$ cat config.mk
export PLATFORM = sky130hd
export DESIGN_NAME = onewire_slave
export DESIGN_NICKNAME = d
export VERILOG_FILES = /design/src/rtl/onewire_slave.sv
export SDC_FILE = /design/constraint.sdc
export NUM_CORES = 1
export LEC_CHECK = 0
export CAP_MARGIN = 20
export CORE_MARGIN = 5
export CORE_UTILIZATION = 35
export CTS_CLUSTER_SIZE = 28
export DETAILED_ROUTE_END_ITERATION = 12
export PLACE_DENSITY = 0.54
export SETUP_SLACK_MARGIN = 0.02
export SYNTH_ARGS = -nofsm -noshare
export SYNTH_HDL_FRONTEND = slang
export SYNTH_SLANG_ARGS = --single-unit
export TNS_END_PERCENT = 1
$ cat constraint.sdc
create_clock -name i_clk -period 2.6 [get_ports i_clk]
set_input_delay 0.39 -clock i_clk [delete_from_list [all_inputs] [get_ports i_clk]]
set_output_delay 0.39 -clock i_clk [all_outputs]
set_load 0.005 [all_outputs]
$ cat src/rtl/onewire_slave.sv
// rtl/onewire_slave.sv - 1-Wire responder: reset/presence, RX write slots, TX read slots
module onewire_slave #(
  parameter int CLK_MHZ    = 50,
  parameter int SAMPLE_US  = 30,
  parameter int TXHOLD_US  = 30,
  parameter int SLOTMAX_US = 120,
  parameter int RSTMIN_US  = 400,
  parameter int PDWAIT_US  = 30,
  parameter int PDLEN_US   = 120
) (
  input  logic       i_clk,
  input  logic       i_rst_n,
  input  logic       i_dq,
  output logic       o_dq,
  input  logic [7:0] i_tx_byte,
  input  logic       i_tx_load,
  output logic       o_tx_busy,
  output logic       o_tx_done,
  output logic [7:0] o_rx_byte,
  output logic       o_rx_valid,
  output logic       o_bus_reset,
  output logic       o_err
);

  localparam logic [15:0] SAMPLE_C   = 16'(SAMPLE_US * CLK_MHZ);
  localparam logic [15:0] TXHOLD_C   = 16'(TXHOLD_US * CLK_MHZ);
  localparam logic [15:0] SLOTMAX_C  = 16'(SLOTMAX_US * CLK_MHZ);
  localparam logic [15:0] RSTMIN_C   = 16'(RSTMIN_US * CLK_MHZ);
  localparam logic [15:0] PDWAIT_END = 16'(PDWAIT_US * CLK_MHZ - 1);
  localparam logic [15:0] PDLEN_END  = 16'(PDLEN_US * CLK_MHZ - 1);

  typedef enum logic [2:0] {S_IDLE, S_SLOT, S_PD_WAIT, S_PD_DRIVE, S_PD_REL} state_t;

  state_t      r_state;
  logic        r_dq_m, r_dq_s, r_dq_p;
  logic [15:0] r_cnt;
  logic [2:0]  r_bitn;
  logic [7:0]  r_tx_byte;
  logic [7:0]  r_rx_sr;
  logic        r_bit;

  logic        w_fall, w_rise, w_tx_bit;
  logic [15:0] w_cnt_inc;
  logic [7:0]  w_rx_next;

  assign w_fall    = r_dq_p & ~r_dq_s;
  assign w_rise    = ~r_dq_p & r_dq_s;
  assign w_tx_bit  = r_tx_byte[r_bitn];
  assign w_cnt_inc = (r_cnt == 16'hFFFF) ? r_cnt : r_cnt + 16'd1;
  assign w_rx_next = {r_bit, r_rx_sr[7:1]};

  always_ff @(posedge i_clk or negedge i_rst_n) begin
    if (!i_rst_n) begin
      r_state     <= S_IDLE;
      r_dq_m      <= 1'b1;
      r_dq_s      <= 1'b1;
      r_dq_p      <= 1'b1;
      r_cnt       <= 16'd0;
      r_bitn      <= 3'd0;
      r_tx_byte   <= 8'd0;
      r_rx_sr     <= 8'd0;
      r_bit       <= 1'b1;
      o_dq        <= 1'b1;
      o_tx_busy   <= 1'b0;
      o_tx_done   <= 1'b0;
      o_rx_byte   <= 8'd0;
      o_rx_valid  <= 1'b0;
      o_bus_reset <= 1'b0;
      o_err       <= 1'b0;
    end else begin
      r_dq_m      <= i_dq;
      r_dq_s      <= r_dq_m;
      r_dq_p      <= r_dq_s;
      r_cnt       <= w_cnt_inc;
      o_tx_done   <= 1'b0;
      o_rx_valid  <= 1'b0;
      o_bus_reset <= 1'b0;
      o_err       <= 1'b0;
      if (i_tx_load && !o_tx_busy) begin
        r_tx_byte <= i_tx_byte;
        o_tx_busy <= 1'b1;
      end
      case (r_state)
        S_IDLE, S_PD_WAIT: begin
          o_dq <= 1'b1;
          // A fall takes priority over the presence-wait timeout.
          if (w_fall) begin
            r_state <= S_SLOT;
            r_cnt   <= 16'd0;
            r_bit   <= 1'b1;
            if (o_tx_busy && !w_tx_bit) o_dq <= 1'b0;
          end else if (r_state == S_PD_WAIT && r_cnt == PDWAIT_END) begin
            r_state <= S_PD_DRIVE;
            r_cnt   <= 16'd0;
            o_dq    <= 1'b0;
          end
        end
        S_SLOT: begin
          if (w_rise) begin
            o_dq    <= 1'b1;
            r_state <= S_IDLE;
            r_cnt   <= 16'd0;
            if (r_cnt >= RSTMIN_C) begin
              o_bus_reset <= 1'b1;
              r_bitn      <= 3'd0;
              r_rx_sr     <= 8'd0;
              o_tx_busy   <= 1'b0;
              r_state     <= S_PD_WAIT;
            end else if (r_cnt > SLOTMAX_C) begin
              o_err   <= 1'b1;
              r_bitn  <= 3'd0;
              r_rx_sr <= 8'd0;
            end else begin
              r_bitn <= r_bitn + 3'd1;
              if (o_tx_busy) begin
                if (r_bitn == 3'd7) begin
                  o_tx_busy <= 1'b0;
                  o_tx_done <= 1'b1;
                end
              end else begin
                r_rx_sr <= w_rx_next;
                if (r_bitn == 3'd7) begin
                  o_rx_byte  <= w_rx_next;
                  o_rx_valid <= 1'b1;
                end
              end
            end
          end else begin
            if (r_cnt == TXHOLD_C) o_dq <= 1'b1;
            if (r_cnt == SAMPLE_C) r_bit <= r_dq_s;
          end
        end
        S_PD_DRIVE: begin
          if (r_cnt == PDLEN_END) begin
            o_dq    <= 1'b1;
            r_state <= S_PD_REL;
            r_cnt   <= 16'd0;
          end
        end
        S_PD_REL: begin
          if (r_dq_s) begin
            r_state <= S_IDLE;
            r_cnt   <= 16'd0;
          end
        end
        default: begin
          r_state <= S_IDLE;
          r_cnt   <= 16'd0;
          o_dq    <= 1'b1;
        end
      endcase
    end
  end

endmodule

==> summary.txt <==
Power and ir drop
  • Sw Ratio: between 30% and 40%
  • Overall Power: 2.11 mW
  • Register share of total power: between 50% and 60%
  • Power share of the clock group: between 20% and 30%
  • Leak: around 1.3 nW
  • PwrDens: 654 mW/mm2
  • NetSw: ~0.7 mW
  • Internal: roughly 1.4 mW
  • Combinational share of power: around a quarter
  • Peak supply drop: around 0.32 mV

Final layout
  • # fillers: around 770
  • Commonest non-fill, non-tap cells in the layout: 50 x dfrtp_1, 24 x clkdlybuf4s50_1, 21 x nor2_1
  • Non-Filler Cell Area, Final: 0.00322 mm2
  • Fin nets: 290
  • Share of cells above drive strength 1: between 10% and 20%
  • Layout area overhead: 17.6%
  • Most common cell after layout, fill and taps aside: dfrtp_1
  • Ant diodes: 0

CTS
  • Clk_lat worst skew: a little over 0.3 ns
  • Post-CTS Hold Buffers: 0
  • Setup Buffers After CTS: 0
  • Cts bufs inserted: 5
  • CTS resizes: 0
  • CTS tree: yes
  • CTS max path bufs: 2
  • Root buf cell: clkbuf_8
  • Clock-pin transition on the worst setup and hold timing paths: approximately 0.10 ns
  • CTS Sinks: 55
  • H-tree levels: 2

Synth
  • Synth Register Bits: 55
  • Syn avg cell area: ~11 um2
  • Main area contributors after synthesis: dfrtp_1 46%, mux2_2 7.0%, dfstp_2 4.8%, nor2_1 2.9%, ha_1 2.3%
  • Ys flop type: dfrtp_1
  • Share of synthesized registers carrying an async set or reset: 100%
  • Synth Instances: 244
  • Top-area cell type share of the netlist area: roughly 46%
  • Number of synthesized flops with an enable pin: 0
  • Register area share after synthesis: between 50% and 60%
  • Synth warn: 0
  • Cell Area, Synth: ~0.0027 mm2
  • Synth Net Count: about 260
  • Most area-hungry cell type in the Yosys netlist: dfrtp_1
  • Synth unique cells: between 50 and 60

STA
  • TNS Setup: 0 ns
  • Final worst path period share: roughly 93%
  • Worst relative slew slack: between 40% and 50%
  • Least-Margin Pin Slew: about 0.85 ns
  • Slew Limit Fails: 0
  • Final setup fails: 0
  • Final Critical Period: about 2.4 ns
  • Final WS setup: roughly 0.19 ns
  • F_max: 0.415 GHz
  • Final Skew: 0.0110 ns
  • Hold Vio Cnt, Final: 0
  • RSZ-0062 raised after global routing: false

Worst hold path
  • Worst Hold Class: input port to asynchronous set/reset pin

Drt
  • Drt pass-1 iters: 4
  • DRC errors left: 0
  • DR WL/cell: between 10 and 15 um
  • Via/cell ratio: around 5.3
  • Final wirelength: roughly 5600 um
  • Detail Route Antenna Nets: 0
  • First DRT Iteration DRCs: 75
  • Via count: 1995

Job
  • Max-Cap Viols: 0

Setup path
  • R2r setup slk: 0.19 ns
  • Crit Reg-Reg Endpoint: o_dq
  • CP arrival: around 2.7 ns
  • Setup crit end kind: flop
  • Crit path cell chain: or4_4, or4_4, o31a_1, a211oi_2, mux2_2
  • Worst-path maximum fanout: 6
  • Critical Path RT: roughly 2.9 ns
  • Critical Path Start Type: flop
  • CP Class: flop to flop
  • Worst r2r src: r_cnt[15]
  • Slowest stage delay, CP: 0.52 ns
  • Slowest CP cell: or4_4
  • R2R depth: 5
  • Most common cell on crit path: or4_4

Global routing
  • First-pass GRT wire length: around 9600 um
  • Number of global-route vias before repair: between 1500 and 2000
  • Gr usage total: around 12%
  • Initial antenna violation count: 0
  • Largest net degree at the start of global routing: 40
  • GRT overflow: 0

Floorplan
  • Area of the core: about 0.0077 mm2
  • Starting Density: 35.6%
  • IO Pins: 26
  • Die X: 98.4 um
  • Site row count: 32
  • Die area: between 0.009 and 0.01 mm2
  • Die Y: about 98 um

Run status
  • Run status: completed

Placement
  • Gpl congestion: around 0.8
  • Placement Setup Slack: between 0.15 and 0.2 ns
  • Placed Area: between 0.003 and 0.004 mm2
  • Port bufs: 25
  • Detail Placement HPWL: roughly 4000 um
kinds of logic after synthesis:
group	synth area share, %
buffers and inverters	2.97
xor gates and xnor gates	3.20
and+or+nand+nor	18.9
DFF	50.5
muxes	9.41
adders and majority gates	2.29
AOI/OAI and AO/OA	12.7
area by class of cell:
class,instances,area [um2],area share (%)
sequential,55,1380,43.0
multi-input combinational,169,1270,39.6
timing repair buffer,34,313,9.72
tap,102,128,3.97
clock buffer,5,68.8,2.14
inverter,8,30.0,0.933
clock inverter,3,22.5,0.700
flip-flops by register name, summed over array words and instances (netlist names), 3 cells and up:
signal,flops
r_state,3
r_bitn,3
r_cnt,16
o_rx_byte,8
r_tx_byte,8
r_rx_sr,7
critical path: cells and delay by family, from the launching register on:
family	cells	cell delay, ns
muxes	1	0.35
DFF	1	0.45
and+or+nand+nor	2	1.04
AOI/OAI and AO/OA	2	0.51
through the flow:
stage	hold slack (ns)	utilization, %	cells
5_1_grt	0.254	41.9	376
4_1_cts	0.213	41.9	376
3_3_place_gp	0.346	40.7	368
6_report	0.179	41.9	376
3_5_place_dp	0.348	40.7	368
2_1_floorplan	0.0944	-	244
power by group through the flow:
stage / sequential (mW) / clock [mW] / combinational (mW)
2_1_floorplan: 1.05 / 0 / 0.414
3_3_place_gp: 1.09 / 0 / 0.540
3_5_place_dp: 1.09 / 0 / 0.549
4_1_cts: 1.08 / 0.515 / 0.551
5_1_grt: 1.10 / 0.547 / 0.607
6_report: 1.08 / 0.487 / 0.541
cells in the mapped netlist (all sizes together) (2+ instances only):
master and number:
a2111oi 2, a211o 2, a211oi 3, a21oi 8, a22o 7, a31oi 3
and2 5, and3 3, and4 4, buf 4, clkbuf 8, dfrtp 50
dfstp 5, ha 5, inv 8, mux2 18, mux4 2, nand2 10
nand3 9, nand4 7, nand4b 4, nor2 22, nor2b 3, nor3 8
nor3b 2, o211ai 5, o21ai 7, o22ai 2, or4 4, xnor2 4
xor2 6
metal layers:
layer,wire (um),up-vias,share of wire [%],track usage [%]
met5,0,-,0,0
met4,51,0,0.92,3.78
met3,192,5,3.5,2.76
met2,2600,29,47,18.6
met1,2710,997,49,16.9
li1,-,964,-,-
how the worst max path moves through the flow:
stage	from	end	slack [ns]
after floorplan	r_cnt[11]	r_state[0]	0.14
after global placement	r_cnt[15]	o_dq	0.22
after detailed placement	r_cnt[15]	o_dq	0.20
after CTS	r_cnt[15]	o_dq	0.17
after global routing	r_cnt[15]	o_dq	0.12
final	r_cnt[15]	o_dq	0.19
Note: power is estimated with default switching activity, not from simulation.
==> RTL change 1: new RTL, config.mk and constraints unchanged <==
Add an input register stage for `i_dq`, `i_tx_byte` and `i_tx_load`; this delays them by one clock.
--- a/src/rtl/onewire_slave.sv
+++ b/src/rtl/onewire_slave.sv
@@ -30,6 +30,16 @@
   localparam logic [15:0] PDLEN_END  = 16'(PDLEN_US * CLK_MHZ - 1);
 
   typedef enum logic [2:0] {S_IDLE, S_SLOT, S_PD_WAIT, S_PD_DRIVE, S_PD_REL} state_t;
+
+  logic i_dq_q;
+  logic [7:0] i_tx_byte_q;
+  logic i_tx_load_q;
+
+  always_ff @(posedge i_clk) begin
+    i_dq_q      <= i_dq;
+    i_tx_byte_q <= i_tx_byte;
+    i_tx_load_q <= i_tx_load;
+  end
 
   state_t      r_state;
   logic        r_dq_m, r_dq_s, r_dq_p;
@@ -68,7 +78,7 @@
       o_bus_reset <= 1'b0;
       o_err       <= 1'b0;
     end else begin
-      r_dq_m      <= i_dq;
+      r_dq_m      <= i_dq_q;
       r_dq_s      <= r_dq_m;
       r_dq_p      <= r_dq_s;
       r_cnt       <= w_cnt_inc;
@@ -76,8 +86,8 @@
       o_rx_valid  <= 1'b0;
       o_bus_reset <= 1'b0;
       o_err       <= 1'b0;
-      if (i_tx_load && !o_tx_busy) begin
-        r_tx_byte <= i_tx_byte;
+      if (i_tx_load_q && !o_tx_busy) begin
+        r_tx_byte <= i_tx_byte_q;
         o_tx_busy <= 1'b1;
       end
       case (r_state)
Check against the original RTL: not equivalent (a bounded check fails within 4 cycles, from zero or initial values and one cycle with i_rst_n low).
==> RTL change 1 against the original RTL <==
Highest routed layer unchanged. Hold slack got worse by 0.020 ns. Count of clock-buffer cells in the layout grew 5. Sequential cell count is 10 higher. Largest power group unchanged. Worst setup slack improved by 0.026 ns. Synthesized area rose by 9.8%. Synthesized cell count up 8.2%. Power rose by 29%. Wire length grew 7.5%. Final area grew 12%. Critical path depth unchanged.
==> RTL change 1: results (changes against the original RTL) <==
- Post-synthesis sequential area ratio: 52.7% (+2.2 points)
- Crit path arrival time: 2.61 ns (-0.05 ns)
- Tcrit/Tclk final: 91.8% (-1.0 points)
- Total Wirelength: 5970 µm (+7.5%)
- 1st-iter DRT viols: 140 (+87%)
- Mapped Area: 3010 µm² (+9.8%)
- Nets: 313 (+7.9%)
- Largest net degree at the start of global routing: 39 (-2.5%)
- Finished Layout Cells: 406 (+8.0%)
- Placed Cells: 390 (+6.0%)
- Synth area leaders: dfrtp_1, dfxtp_1, dfstp_2
- Syn_area_per_cell: 11.4 µm² (+1.5%)
- Placement Setup Slack: 0.166 ns (-0.0343 ns)
- Slowest cell on the critical path: a2111oi_4
- First-pass GRT wire length: 10600 µm (+9.9%)
- Vias after detailed routing: 2108 (+5.7%)
- CTS Buf Count: 9 (+4)
- CP max FO: 9 (+3)
- Crit path max-delay family: compound AO/OA/AOI/OAI gates
- Syn_nets: 281 (+7.7%)
- DRT Pass-1 Iters: 4 (unchanged)
- Post-synthesis mux area share: 10.5% (+1.1 points)
- Max Clock Skew: 0.00906 ns (-0.00193 ns)
- VDD IR max: 0.296 mV (-7.3%)
- Slew Limit Fails: 0 (unchanged)
- Hold slack: 0.159 ns (-0.0199 ns)
- R2R setup slack: 0.21 ns (+0.03 ns)
- Synth Area in Compound Gates: 10.7% (-2.0 points)
- Pleak: 1.55 nW (+15%)
- # fillers: 760 (-1.7%)
- Worst skew pair latency: 0.34 ns (+0.03 ns)
- Status: completed
- Post-synthesis xor/xnor area fraction: 2.33% (-0.87 points)
- CP peak stage delay: 0.54 ns (+0.02 ns)
- Post-detail-place hpwl: 4210 µm (+4.1%)
- Yosys cell types: 52 (-3.7%)
- Clk power: 945 µW (+94%)
- Total Routing Usage GR: 12.9% (+0.82 points)
- Switching Share: 29.7% (-3.6 points)
- Layout cells sized above 1: 19.9% (+1.3 points)
- Post-Synth Adder-Cell Area: 2.08% (-0.20 points)
- DP Area: 3380 µm² (+8.2%)
- Clock transition at path regs: 0.07 ns (-0.03 ns)
- Most instantiated cells after synthesis: dfrtp_1, nand2_1, nor2_1, nor3_1
- Placer Congestion: 0.856 (+4.2%)
RTL change 1: changes by cell type in the layout (fill, tap and decap cells not counted), moves of 5 or more:
| cell | delta |
|---|---|
| dfxtp_1 | +10 |
| nand2_1 | +10 |
| mux2_2 | -8 |
| mux2_4 | +8 |
| a22o_1 | -7 |
| a22o_2 | +7 |
| xor2_1 | -5 |
RTL change 1: final timing paths:
check | startpoint | endpoint | cells past startpoint
worst max register to register | r_cnt[13]$_DFF_PN0_ | o_rx_byte[6]$_DFFE_PN0P_ | 5
min in group i_clk | i_dq_q$_DFF_P_ | r_dq_m$_DFF_PN1_ | 0
max in group asynchronous | i_rst_n | r_bit$_DFFE_PN1P_ | 2
worst min register to register | i_dq_q$_DFF_P_ | r_dq_m$_DFF_PN1_ | 0
worst min-delay path | i_rst_n | r_cnt[6]$_DFF_PN0_ | 1
worst max-delay path | r_cnt[13]$_DFF_PN0_ | o_rx_byte[6]$_DFFE_PN0P_ | 5
RTL change 1: cell type report:
cell class / count / area, µm² / share of cell area (%)
clock buffer: 10 / 128 / 3.54
timing repair buffer: 34 / 313 / 8.67
tap: 105 / 131 / 3.64
inverter: 7 / 26.3 / 0.728
multi-input combinational: 179 / 1340 / 37.0
sequential: 65 / 1580 / 43.9
clock inverter: 6 / 91.3 / 2.53
RTL change 1: per-layer routing:
metal  global-route usage, %  part of all wire [%]
met1                    17.8                    51
met4                    4.84                   1.4
met2                    19.1                    45
met3                    3.86                   3.2
met5                       0                     0
RTL change 1: worst reg2reg max path: cells and delay by family, from the launching register on:
family           cells  cell delay [ns]
AO/OA/AOI/OAI        2             0.93
multiplexers         1             0.33
flip-flops           1             0.46
AND/OR/NAND/NOR      2             0.56
==> RTL change 2: new RTL, same settings <==
Without the edit above. `TXHOLD_US`: 30 -> 15.
--- a/src/rtl/onewire_slave.sv
+++ b/src/rtl/onewire_slave.sv
@@ -2,7 +2,7 @@
 module onewire_slave #(
   parameter int CLK_MHZ    = 50,
   parameter int SAMPLE_US  = 30,
-  parameter int TXHOLD_US  = 30,
+  parameter int TXHOLD_US  = 15,
   parameter int SLOTMAX_US = 120,
   parameter int RSTMIN_US  = 400,
   parameter int PDWAIT_US  = 30,
Behaviour: no difference found for any inputs over 10 cycles, from zero or initial values and one cycle with i_rst_n low; that may be too few to reach the edited logic, so the function may still have changed.
==> RTL change 2 against the original RTL <==
Power is 1.5% higher. Final area decreased by 1.3%. Non-clock buffer count fell by 7. First-iteration DRC count grew 48%. Worst setup slack improved by 0.31 ns. Via count fell by 2.9%. Synthesized area rose by 0.69%. Wire length fell by 2.2%. Clock power barely moved. Sequential cell count is the same. Largest cell class unchanged.
==> RTL change 2: results (changes against the original RTL) <==
- Vias in the first global route: 1889 (-3.3%)
- CP max FO: 7 (+1)
- 1st-iter DRT viols: 111 (+48%)
- Antenna violations before repair: 0 (unchanged)
- Placer Congestion: 0.807 (-1.7%)
- Placement Setup Slack: 0.528 ns (+0.328 ns)
- Status: completed
- Placed Cells: 361 (-1.9%)
- Max Clock Skew: 0.0143 ns (+0.00331 ns)
- Crit path max-delay family: compound AO/OA/AOI/OAI gates
- WL met2: 2450 µm (-5.6%)
- Total Routing Usage GR: 12.1% (+0.054 points)
- Post-detail-place hpwl: 3920 µm (-2.9%)
- DR WL met3: 233 µm (+21%)
- Multi-input gate area: 1290 µm² (+1.2%)
- # resized after CTS: 0 (unchanged)
- CTS root buffer: clkbuf_8
- Finished Layout Cells: 369 (-1.9%)
- Reg2reg start: r_cnt[0]$_DFF_PN0_
- Worst setup path end: r_state[1]$_DFFE_PN0P_
- Yosys cell types: 52 (-3.7%)
- Nets: 283 (-2.4%)
- Most instantiated cells after synthesis: dfrtp_1, nor2_1, mux2_2, nand2_1, a22o_1
- M1 wire length: 2640 µm (-2.4%)
- Synth area leaders: dfrtp_1, mux2_2, dfstp_2
- WL/cell: 14.7 µm (-0.34%)
- VDD IR max: 0.298 mV (-6.5%)
- R2R setup slack: 0.50 ns (+0.31 ns)
- Post-synthesis sequential area ratio: 50.2% (-0.34 points)
- Layout cells sized above 1: 17.6% (-1.0 points)
- Crit path arrival time: 2.30 ns (-0.36 ns)
- Pleak: 1.32 nW (-1.7%)
- DP Area: 3090 µm² (-1.3%)
- Tcrit/Tclk final: 80.8% (-12 points)
- CP peak stage delay: 0.43 ns (-0.09 ns)
- Via density: 5.25 (-1.1%)
- Slew at the pin with the worst max-slew slack: 0.660 ns (-0.193 ns)
- Reg2reg end: r_state[1]$_DFFE_PN0P_
- Slowest cell on the critical path: dfrtp_1
- Hold slack: 0.0713 ns (-0.107 ns)
- Postcts setup bufs: 0 (unchanged)
- Largest net degree at the start of global routing: 30 (-25%)
- Syn_area_per_cell: 11.3 µm² (+0.69%)
- Depth of the most critical reg-to-reg path: 6 (+1)
RTL change 2: power breakdown:
group	switching (mW)	internal (mW)	total (mW)
clock	0.292	0.194	0.486
sequential	0.135	0.963	1.10
combinational	0.273	0.281	0.553
total	0.700	1.44	2.14
RTL change 2: area by class of cell:
type / count / area share [%]
sequential: 55 / 43.5
multi-input combinational: 173 / 40.6
timing repair buffer: 27 / 8.59
tap: 102 / 4.02
clock buffer: 6 / 2.28
clock inverter: 2 / 0.551
inverter: 4 / 0.473
RTL change 2: cells by family after synthesis:
family          share of synthesized area (%)
compound gates                           9.71
xor+xnor                                 3.18
fa+ha+maj                                2.27
buf+inv                                  3.09
flops                                    50.2
mux                                      10.5
simple gates                             21.1
RTL change 2: routing by layer:
metal,vias to the layer above,global-route usage [%]
met4,0,4.73
met1,951,16.6
met3,9,3.04
met2,36,18.3
li1,941,-
met5,-,0
